[src/rtl/multicycle_controller.sv]
// Multicycle MIPS control FSM: sequences FETCH/DECODE/EXEC/MEM/WB and drives per-state
// datapath strobes, with memory handshake, multi-cycle mul, external stall and illegal trap.
module multicycle_controller #(
  parameter int unsigned MUL_LAT = 2,
  parameter int unsigned CNT_W   = 4
) (
  input  logic       Clk,
  input  logic       Reset_n,
  input  logic [5:0] Opcode,
  input  logic [5:0] Funct,
  input  logic       Mem_Ready,
  input  logic       Branch_Taken,
  input  logic       Stall,
  output logic       IR_Write,
  output logic       PC_Write,
  output logic [1:0] PC_Src,
  output logic       IorD,
  output logic       R_Enable,
  output logic       W_Enable,
  output logic [1:0] R_Width,
  output logic [1:0] W_Width,
  output logic [1:0] RegDst,
  output logic       ALUSrc0,
  output logic [1:0] ALUSrc1,
  output logic       MemToReg,
  output logic       RegWrite,
  output logic       Illegal,
  output logic [2:0] State
);

  typedef enum logic [2:0] {
    StFetch  = 3'd0,
    StDecode = 3'd1,
    StExec   = 3'd2,
    StMem    = 3'd3,
    StWb     = 3'd4,
    StTrap   = 3'd5
  } state_e;

  typedef enum logic [3:0] {
    ClsNone,
    ClsAlu,
    ClsShift,
    ClsJr,
    ClsMul,
    ClsAluImm,
    ClsLw,
    ClsLh,
    ClsLb,
    ClsSw,
    ClsSh,
    ClsSb,
    ClsBranch,
    ClsJ,
    ClsJal
  } cls_e;

  localparam logic [CNT_W-1:0] MulLast = CNT_W'(MUL_LAT - 1);

  state_e           state_q, state_d;
  cls_e             cls_q, cls_d;
  cls_e             dec_cls;
  logic             dec_legal;
  logic [CNT_W-1:0] cnt_q, cnt_d;
  logic             illegal_q, illegal_d;

  logic             cls_load;
  logic             cls_store;
  logic [1:0]       cls_width;
  logic             cls_rdst;

  // Instruction classification straight from the IR fields; only consumed in DECODE.
  always_comb begin
    dec_cls   = ClsNone;
    dec_legal = 1'b1;
    case (Opcode)
      6'b000000: begin
        case (Funct)
          6'b000000, 6'b000010: dec_cls = ClsShift;
          6'b001000:            dec_cls = ClsJr;
          default:              dec_cls = ClsAlu;
        endcase
      end
      6'b011100: dec_cls = ClsMul;
      6'b100011: dec_cls = ClsLw;
      6'b100001: dec_cls = ClsLh;
      6'b100000: dec_cls = ClsLb;
      6'b101011: dec_cls = ClsSw;
      6'b101001: dec_cls = ClsSh;
      6'b101000: dec_cls = ClsSb;
      6'b000001, 6'b000100, 6'b000101, 6'b000110, 6'b000111: dec_cls = ClsBranch;
      6'b000010: dec_cls = ClsJ;
      6'b000011: dec_cls = ClsJal;
      6'b001000, 6'b001010, 6'b001101, 6'b001110: dec_cls = ClsAluImm;
      default: dec_legal = 1'b0;
    endcase
  end

  always_comb begin
    cls_load  = cls_q inside {ClsLw, ClsLh, ClsLb};
    cls_store = cls_q inside {ClsSw, ClsSh, ClsSb};
    cls_rdst  = cls_q inside {ClsAlu, ClsShift, ClsJr, ClsMul};
    case (cls_q)
      ClsLh, ClsSh: cls_width = 2'd1;
      ClsLb, ClsSb: cls_width = 2'd2;
      default:      cls_width = 2'd0;
    endcase
  end

  always_ff @(posedge Clk) begin
    if (!Reset_n) begin
      state_q   <= StFetch;
      cls_q     <= ClsNone;
      cnt_q     <= '0;
      illegal_q <= 1'b0;
    end else begin
      state_q   <= state_d;
      cls_q     <= cls_d;
      cnt_q     <= cnt_d;
      illegal_q <= illegal_d;
    end
  end

  always_comb begin
    state_d   = state_q;
    cls_d     = cls_q;
    cnt_d     = cnt_q;
    illegal_d = illegal_q;
    if (!Stall) begin
      case (state_q)
        StFetch: begin
          if (Mem_Ready) state_d = StDecode;
        end
        StDecode: begin
          if (dec_legal) begin
            cls_d   = dec_cls;
            state_d = StExec;
          end else begin
            illegal_d = 1'b1;
            state_d   = StTrap;
          end
        end
        StExec: begin
          cnt_d = '0;
          case (cls_q)
            ClsBranch, ClsJ, ClsJal, ClsJr:           state_d = StFetch;
            ClsLw, ClsLh, ClsLb, ClsSw, ClsSh, ClsSb: state_d = StMem;
            ClsMul: begin
              if (cnt_q == MulLast) begin
                state_d = StWb;
              end else begin
                cnt_d = cnt_q + CNT_W'(1);
              end
            end
            default: state_d = StWb;
          endcase
        end
        StMem: begin
          if (Mem_Ready) state_d = cls_load ? StWb : StFetch;
        end
        StWb:    state_d = StFetch;
        StTrap:  state_d = StTrap;
        default: state_d = StFetch;
      endcase
    end
  end

  always_comb begin
    IR_Write = 1'b0;
    PC_Write = 1'b0;
    PC_Src   = 2'd0;
    IorD     = 1'b0;
    R_Enable = 1'b0;
    W_Enable = 1'b0;
    R_Width  = 2'd0;
    W_Width  = 2'd0;
    RegDst   = 2'd0;
    ALUSrc0  = 1'b0;
    ALUSrc1  = 2'd0;
    MemToReg = 1'b0;
    RegWrite = 1'b0;
    Illegal  = 1'b0;
    State    = 3'd0;
    if (Reset_n) begin
      State   = state_q;
      Illegal = illegal_q;
      case (state_q)
        StFetch: begin
          R_Enable = 1'b1;
          if (Mem_Ready) begin
            IR_Write = 1'b1;
            PC_Write = 1'b1;
          end
        end
        StExec: begin
          if (cls_rdst) RegDst = 2'd1;
          case (cls_q)
            ClsShift: ALUSrc0 = 1'b1;
            ClsAluImm, ClsLw, ClsLh, ClsLb, ClsSw, ClsSh, ClsSb: ALUSrc1 = 2'd1;
            ClsBranch: begin
              PC_Src   = 2'd1;
              PC_Write = Branch_Taken;
            end
            ClsJ: begin
              PC_Src   = 2'd2;
              PC_Write = 1'b1;
            end
            ClsJal: begin
              PC_Src   = 2'd2;
              PC_Write = 1'b1;
              RegWrite = 1'b1;
              RegDst   = 2'd2;
              ALUSrc1  = 2'd2;
            end
            ClsJr: begin
              PC_Src   = 2'd3;
              PC_Write = 1'b1;
            end
            default: ;
          endcase
        end
        StMem: begin
          IorD = 1'b1;
          if (cls_load) begin
            R_Enable = 1'b1;
            R_Width  = cls_width;
          end
          if (cls_store) begin
            W_Enable = 1'b1;
            W_Width  = cls_width;
          end
        end
        StWb: begin
          RegWrite = 1'b1;
          MemToReg = !cls_load;
          RegDst   = cls_rdst ? 2'd1 : 2'd0;
        end
        default: ;
      endcase
      // A stall freezes architectural side effects but leaves reads and selects visible.
      if (Stall) begin
        IR_Write = 1'b0;
        PC_Write = 1'b0;
        RegWrite = 1'b0;
        W_Enable = 1'b0;
      end
    end
  end

endmodule

[config.mk]
export PLATFORM = sky130hd
export DESIGN_NAME = multicycle_controller
export DESIGN_NICKNAME = d
export VERILOG_FILES = /design/src/rtl/multicycle_controller.sv
export SDC_FILE = /design/constraint.sdc
export NUM_CORES = 1
export LEC_CHECK = 0
export CAP_MARGIN = 15
export CORE_ASPECT_RATIO = 0.6
export CORE_UTILIZATION = 40
export CTS_CLUSTER_DIAMETER = 60
export DETAILED_ROUTE_END_ITERATION = 12
export HOLD_SLACK_MARGIN = 0.15
export PLACE_DENSITY = 0.7
export RECOVER_POWER = 100
export SLEW_MARGIN = 10
export SYNTH_ARGS = -nofsm -noshare
export SYNTH_HDL_FRONTEND = slang
export SYNTH_SLANG_ARGS = --single-unit
[constraint.sdc]
create_clock -name Clk -period 2.33 [get_ports Clk]
set_input_delay 0.3495 -clock Clk [delete_from_list [all_inputs] [get_ports Clk]]
set_output_delay 0.3495 -clock Clk [all_outputs]
set_load 0.005 [all_outputs]
Yosys cells after proc, flatten, opt, wreduce, memory -nomap -nowiden --
Cells that the tools add are included.
Cells by class: eq/ne operators 43, magnitude comparators 0, $mul 0, mux-type cells 57, div/mod/pow operators 0, $add $sub $neg 1, bitwise logic cells 2, reductions and logical operators 22, shift operators 0
Operator list (number):
- one-hot mux 4 bit (12 select lines) | 1
- == test 6 bit, second input constant | 6
- == test 6 x 4 -> 1 bit, second input constant | 5
- == test 4 bit, second input constant | 7
- two-way mux 1 bit | 25
- == test 6 x 3 -> 1 bit, second input constant | 4
- two-way mux 2 bit | 12
- OR reduction 19 bit | 1
- == test 6 x 2 -> 1 bit, second input constant | 3
- two-way mux 3 bit | 6
- == test 4 x 3 -> 1 bit, second input constant | 4
- one-hot mux 2 bit (2 select lines) | 4
- one-hot mux 3 bit (5 select lines) | 1
- zero test 6 bit | 2
- one-hot mux 3 bit (3 select lines) | 1
- == test 4 x 1 -> 1 bit, second input constant | 2
- == test 4 x 2 -> 1 bit, second input constant | 2
- two-way mux 4 bit | 2
- one-hot mux 1 bit (2 select lines) | 4
- OR reduction 2 bit | 4
- OR reduction 4 bit | 2
- OR reduction 7 bit | 1
- == test 3 x 2 -> 1 bit, second input constant | 2
- == test 3 bit, second input constant | 2
- other kinds (18) | 22
Storage, ports and cells: logic and storage cells 129, memories kept 0, input bits 17, bits in registers 12, output and inout bits 22, bits in writable memories 0, ROM bits 0, bits in latches 0

Depth between registers and ports, before layout --
Gate-level depths: netlist of the first run.
depth after elaboration 6, gate-level depth with buffers 7, mapped depth without buffers 7

Worst setup path before layout of the first run --
OpenSTA, ideal clock, no wires.
path kind register -> register, start register cnt_q[0], end register state_q[1], period minus slack after synthesis 1.556 ns, arrival 1.435 ns, path buffers 0, stages on the path, launching flop included 7, setup slack 0.774 ns, required time 2.209 ns, setup time 0.121 ns, path through dfxtp_1 -> ha_1 -> inv_1 -> o311a_1 -> a311o_1 -> o21ai_0 -> a21oi_1
On the way: longest elaborated chain between the ends 3
RTL lines:
- start: declaration | RTL line 64 | logic [CNT_W-1:0] cnt_q, cnt_d;
- start signal: assignment | RTL line 119 | cnt_q <= cnt_d;
- == test 4 x 1 -> 1 bit | RTL line 149 | if (cnt_q == MulLast) begin
- != test 3 bit (no source line)
- AND reduction 4 bit (no source line)
- end signal: assignment | RTL line 112 | state_q <= StFetch;
- end signal: assignment | RTL line 117 | state_q <= state_d;
- end: declaration | RTL line 60 | state_e state_q, state_d;
No other way between the ends. A chain may end at the register's enable or synchronous reset.

Final worst setup path of the first run --
start input Stall, end output PC_Write
On the way: longest elaborated chain between the ends 2
RTL lines:
- start: declaration | RTL line 13 | input logic Stall,
- two-way mux 1 bit | RTL line 241 | if (Stall) begin
- two-way mux 1 bit | RTL line 184 | if (Reset_n) begin
- end: declaration | RTL line 15 | output logic PC_Write,
No other way between the ends.

==> run summary, run 1 <==
First-pass GRT wire length = 6.27 mm
WL final = 3.99 mm
Worst-path clk slew = 50 ps
Synth Instances = 187
Xor/xnor cell area share of the yosys netlist = 3.39%
CTS tree = built
Global Route Usage Sum = 24.5%
DP Cell Count = 272
Layout cells sized above 1 = 15.9%
Slowest-stage cell, CP = clkdlybuf4s50_1
Hold Fails Final Rpt = 0
Dpl hpwl = 3.07 mm
Startpoint types = primary input
Fmax = 443 MHz
Worst setup EP type = primary output
DRT Pass-1 Iters = 5
HP Class = reg -> reg
Fin util = 61.5%
Switching power = 0.218 mW
Post-CTS Setup Bufs = 0
Crit path kind = in -> out
Clk buf depth = 2
Switching share of total power = 32.8%
P_leak = 0.693 nW
Post-synthesis register bit count = 12
Slew @ Worst Pin = 501 ps
RSZ-0062 raised after global routing = false
Reg-to-reg slack, setup = 580 ps
Simple-Gate Fraction of Synth Area = 36.1%
Hold path startpoint = illegal_q
Area of the mapped netlist = 1290 µm²
Worst path arrival time = 1910 ps
Initial antenna violation count = 0
Die height = 46.0 µm
Post-Layout Cell Count = 275
Commonest non-fill, non-tap cell in the layout = nor2_1
Final GP Congestion = 0.921
Vias per cell = 5.64
Cts hold-fix bufs = 0
Commonest non-fill, non-tap cells in the layout = nor2_1 (29), clkdlybuf4s50_1 (25), buf_4 (18)
Clock share of power = 30.0%
Post-route cell area = 1820 µm²
Seq pwr share = 34.4%
Pin count of the biggest net entering global routing = 14
Area Growth Syn to Fin = 41.3%
Post-synthesis adder-cell area fraction = 1.94%
Largest family of logic cells by synthesized area = simple AND/OR/NAND/NOR gates
Reg2reg start = cnt_q[0]
CTS Buf Count = 3
Most used cell, CP = clkdlybuf4s50_1
Tmin final = 2260 ps
Row Count = 15
Antenna cells = 0
Post-synth net total = 206
Comb power frac = 35.6%
Worst path max stage delay = 500 ps
PD cells = 364 nW/µm²
Grt total ovfl = 0
Post-synthesis compound-gate area fraction = 30.0%
Syn_area_per_cell = 6.90 µm²
Layout net count = 254
Register area share after synthesis = 18.6%
Max cap viols = 0
YS warnings = 0
Final Skew = 4.37 ps
Run status = finished, final reports clean
Core ar. = 2970 µm²
Die area = 3460 µm²
Mux share of post-synthesis cell area = 0.776%
Max-slew violations = 0
# clock sinks = 12
Initial Util = 43.5%
Fillcell total = 298
Post-synth cell types = 53
# port buffers = 38
DR WL/cell = 14.5 µm
Placed Area = 1780 µm²
Routed via count = 1551
Final ANT Viol Nets = 0
Die X = 75.3 µm
EDFF count, synth = 0
Buf/Inv on CP = 2
Critical-path maximum fanout = 4
Synth Flop Type = dfxtp_1
Peak supply drop = 342 µV
Async set-reset flop share out of synthesis = 0%
DRC errors left = 0
Final Cycle Share = 96.9%
Pint = 0.446 mW
Slew margin rel. = 66.6%
CTS Root Cell = clkbuf_8
CP required = 1980 ps
Clk Latency, worst-skew pair = 250 ps
CTS H-tree depth = 1
Worst path cell trace = clkdlybuf4s50_1, nor3_1, and3_1, nand2b_1, clkdlybuf4s50_1
Total Neg Setup Slack = 0 ps
I/O Pins = 39
Setup violations, final = 0
CP top delay family = buffers and inverters
Iter 0 DRT Violations = 98
Vias in the first global route = 1342
CP startpoint = Stall
-- per-stage QoR --
stage / hold WS [ps] / setup WS, ps / total power [mW]
final: 468 / 73.1 / 0.663
after global routing: 503 / 4.60 / 0.696
after CTS: 472 / 11.4 / 0.666
after detailed placement: 451 / -104 / 0.466
after global placement: 447 / -70.6 / 0.459
after floorplan: 429 / 774 / 0.364
-- registers in the layout, indices dropped and copies added (netlist names) --
name / cells
cls_q: 4
cnt_q: 4
illegal_q: 1
state_q: 3
-- final cells by class --
class                      count  area, µm²  share of cell area [%]
sequential                    12        245                    13.5
timing repair buffer          58        529                    29.0
tap                           42       52.6                    2.88
inverter                       7       26.3                    1.44
multi-input combinational    153        928                    50.9
clock buffer                   3       41.3                    2.26
-- final timing paths --
| check | depth (start not counted) | endpoint |
|---|---|---|
| hold / removal | 2 | illegal_q |
| setup reg to reg | 6 | state_q[0] |
| hold reg to reg | 2 | illegal_q |
| setup / recovery | 5 | PC_Write |
-- cell usage after synthesis, drive strengths merged (5+ instances only) --
cell type | count | share of area (%)
nor2 | 31 | 9.4
a21oi | 18 | 7.3
o21ai | 15 | 5.8
dfxtp | 12 | 19
nand2 | 11 | 3.2
buf | 10 | 5.6
nor3 | 10 | 3.9
inv | 6 | 1.7
nand2b | 6 | 2.9
nor2b | 6 | 2.9
clkbuf | 5 | 1.6
nand3 | 5 | 1.9
-- cells by family (layout without fill, tap and decap cells) --
logic type,Yosys count,in the layout
mux,1,1
buf+inv,22,68
simple gates,89,89
compound gates,56,56
flops,12,12
fa+ha+maj,2,2
xor+xnor,5,5
-- tightest hold or removal path, cell delays in order, from the launching register on --
cell and delay (ps):
dfxtp_1 320, a21oi_1 40, nor2_1 70
-- power groups by stage --
| stage | Clock, mW | Sequential (mW) | Combinational (mW) |
|---|---|---|---|
| 2_1_floorplan | 0 | 0.224 | 0.140 |
| 3_3_place_gp | 0 | 0.230 | 0.229 |
| 3_5_place_dp | 0 | 0.230 | 0.236 |
| 4_1_cts | 0.201 | 0.226 | 0.238 |
| 5_1_grt | 0.210 | 0.229 | 0.256 |
| 6_report | 0.199 | 0.228 | 0.236 |
-- repair_timing --
item,in CTS,in global routing
resized for setup,2,9
pin swaps,0,0
setup endpoints to repair,4,7
-- routing by layer --
layer / share of wire (%) / track usage, % / vias up / wire length (µm)
li1: - / - / 765 / -
met1: 46 / 33.9 / 689 / 1820
met2: 42 / 38.8 / 91 / 1660
met3: 12 / 6.42 / 6 / 466
met4: 1.1 / 4.07 / 0 / 42
met5: 0 / 0 / - / 0
No activity file was read; power rests on OpenSTA's default activity.
==> run 2: changes to the inputs <==
--- a/config.mk
+++ b/config.mk
@@ -6,7 +6,7 @@
 export NUM_CORES = 1
 export LEC_CHECK = 0
 export CAP_MARGIN = 15
-export CORE_ASPECT_RATIO = 0.6
+export CORE_ASPECT_RATIO = 0.7
 export CORE_UTILIZATION = 40
 export CTS_CLUSTER_DIAMETER = 60
 export DETAILED_ROUTE_END_ITERATION = 12
==> run 2 against run 1 <==
Cell count is 2.5% lower. Critical path depth grew 1. Count of clock-buffer cells in the layout increased by 1. Maximum frequency is 0.93% higher. Clock power grew 17%. Highest routed layer unchanged. Sequential cell count stayed put. Sequential power up 3%. First-iteration DRC count up 37%. Sequential share of layout area increased by 0.23 points. Design area fell by 1.2%.
==> run summary, run 2 (synthesized netlist as in run 1, its figures left out) <==
Run status = finished, final reports clean
Max cap viols = 0 (unchanged)
Max-slew violations = 0 (unchanged)
DP Cell Count = 263 (-3.3%)
# port buffers = 38 (unchanged)
Hold path cells = 2 (unchanged)
Fmax = 447 MHz (+0.93%)
Comb power frac = 31.4% (-4.2 points)
Setup violations, final = 0 (unchanged)
Regs by FF count = cls_q (4), cnt_q (4), state_q (3)
Global Route Usage Sum = 23.1% (-1.4 points)
First-pass GRT wire length = 6.42 mm (+2.3%)
Critical-path maximum fanout = 9 (+5)
CP required = 1980 ps (about the same)
CTS Buf Count = 3 (unchanged)
Pint = 0.474 mW (+6.3%)
Final WS setup = 93.8 ps (+20.8 ps)
Iter 0 DRT Violations = 134 (+37%)
I/O Pins = 39 (unchanged)
Commonest non-fill, non-tap cells in the layout = nor2_1 (29), clkdlybuf4s50_1 (25), a21oi_1 (18)
Vias in the first global route = 1399 (+4.2%)
Initial Util = 44.1% (+0.63 points)
# clock sinks = 12 (unchanged)
Slew margin rel. = 68.3% (+1.7 points)
DR WL/cell = 13.9 µm (-3.8%)
Clock share of power = 34.1% (+4.1 points)
Pin count of the biggest net entering global routing = 15 (+1)
Slew @ Worst Pin = 472 ps (-29.1 ps)
HP Class = reg -> reg
Area Growth Syn to Fin = 39.7%
Post-route cell area = 1800 µm² (-1.2%)
Startpoint types = flop
Placed Area = 1750 µm² (-1.7%)
CTS Root Cell = clkbuf_8
Final ANT Viol Nets = 0 (unchanged)
Clk buf depth = 2 (unchanged)
Clk Latency, worst-skew pair = 250 ps (about the same)
Final Skew = 2.51 ps (-1.87 ps)
Vias per cell = 5.74 (+1.8%)
Worst-path clk slew = 60 ps (about the same)
Worst path arrival time = 1890 ps (-20 ps)
Worst reg2reg path depth = 6 (unchanged)
P_leak = 0.694 nW (about the same)
Peak supply drop = 286 µV (-16%)
Worst setup EP type = primary output
Post-Layout Cell Count = 268 (-2.5%)
Routed via count = 1539 (-0.77%)
Die X = 69.9 µm (-7.2%)
Total Neg Setup Slack = 0 ps (unchanged)
DRC errors left = 0 (unchanged)
Cts hold-fix bufs = 0 (unchanged)
Die height = 49.5 µm (+7.7%)
WL final = 3.74 mm (-6.3%)
CTS tree = built
Switching power = 0.206 mW (-5.1%)
Switching share of total power = 30.3% (-2.5 points)
Initial antenna violation count = 0 (unchanged)
Commonest non-fill, non-tap cell in the layout = nor2_1
Seq pwr share = 34.4% (about the same)
Total Power = 0.680 mW (+2.6%)
Row Count = 16 (+1)
RSZ-0062 raised after global routing = false
Dpl hpwl = 2.95 mm (-4.1%)
Hold Fails Final Rpt = 0 (unchanged)
Tmin final = 2240 ps (-20.8 ps)
Core ar. = 2920 µm² (-1.4%)
Crit path kind = reg -> out
Final Cycle Share = 96.0% (-0.89 points)
Die area = 3460 µm² (-0.11%)
Dpl ws = -73.6 ps (+30.4 ps)
CTS H-tree depth = 1 (unchanged)
Final GP Congestion = 0.895 (-2.8%)
Layout cells sized above 1 = 14.7% (-1.2 points)
PD cells = 378 nW/µm² (+3.8%)
Antenna cells = 0 (unchanged)
Grt total ovfl = 0 (unchanged)
Layout net count = 252 (-0.79%)
DRT Pass-1 Iters = 5 (unchanged)
[run 2: area by class of cell]
| type | instances | area (µm²) |
|---|---|---|
| fillers | 266 | 1120 |
| multi-input cells | 153 | 921 |
| repair buffers | 56 | 508 |
| well taps | 36 | 45.0 |
| clock buffers | 4 | 55.1 |
| flip-flops and latches | 12 | 246 |
| inverters | 7 | 26.3 |
[run 2: through the flow]
stage	utilization (%)	hold slack (ps)
3_5_place_dp	59.9	465
6_report	61.6	476
5_1_grt	61.6	520
3_3_place_gp	59.9	451
2_1_floorplan	-	429
4_1_cts	61.9	485
[run 2: what timing repair did]
item | 4_1_cts | 5_1_grt
pin swaps | 1 | 0
hold endpoints to repair | 0 | 0
setup endpoints to repair | 3 | 9
buffers inserted | 1 | 0
resized for setup | 5 | 5
[run 2: worst paths after layout]
kind,slack (ps),start,end
max,90,cls_q[0],PC_Write
min,480,illegal_q,illegal_q
max reg2reg,640,cls_q[0],state_q[0]
min reg2reg,480,illegal_q,illegal_q
[run 2: power groups by stage]
| stage | clock network, mW | logic (mW) | registers [mW] |
|---|---|---|---|
| global route | 0.246 | 0.234 | 0.236 |
| floorplan | 0 | 0.140 | 0.224 |
| detailed placement | 0 | 0.217 | 0.237 |
| global placement | 0 | 0.213 | 0.236 |
| CTS | 0.236 | 0.216 | 0.232 |
| finish | 0.232 | 0.214 | 0.234 |
[run 2: worst max-delay path: stages (launching register included)]
cell	delay, ps
dfxtp_1	390
or2_2	370
a31oi_1	180
nor3_1	60
o21ai_1	100
nand2b_1	70
clkdlybuf4s50_1	450
[run 2: routing by layer]
metal	wire (µm)	global-route usage, %
met2	1590	34.1
met4	61	7.00
met3	301	4.70
met1	1780	33.4
met5	0	0
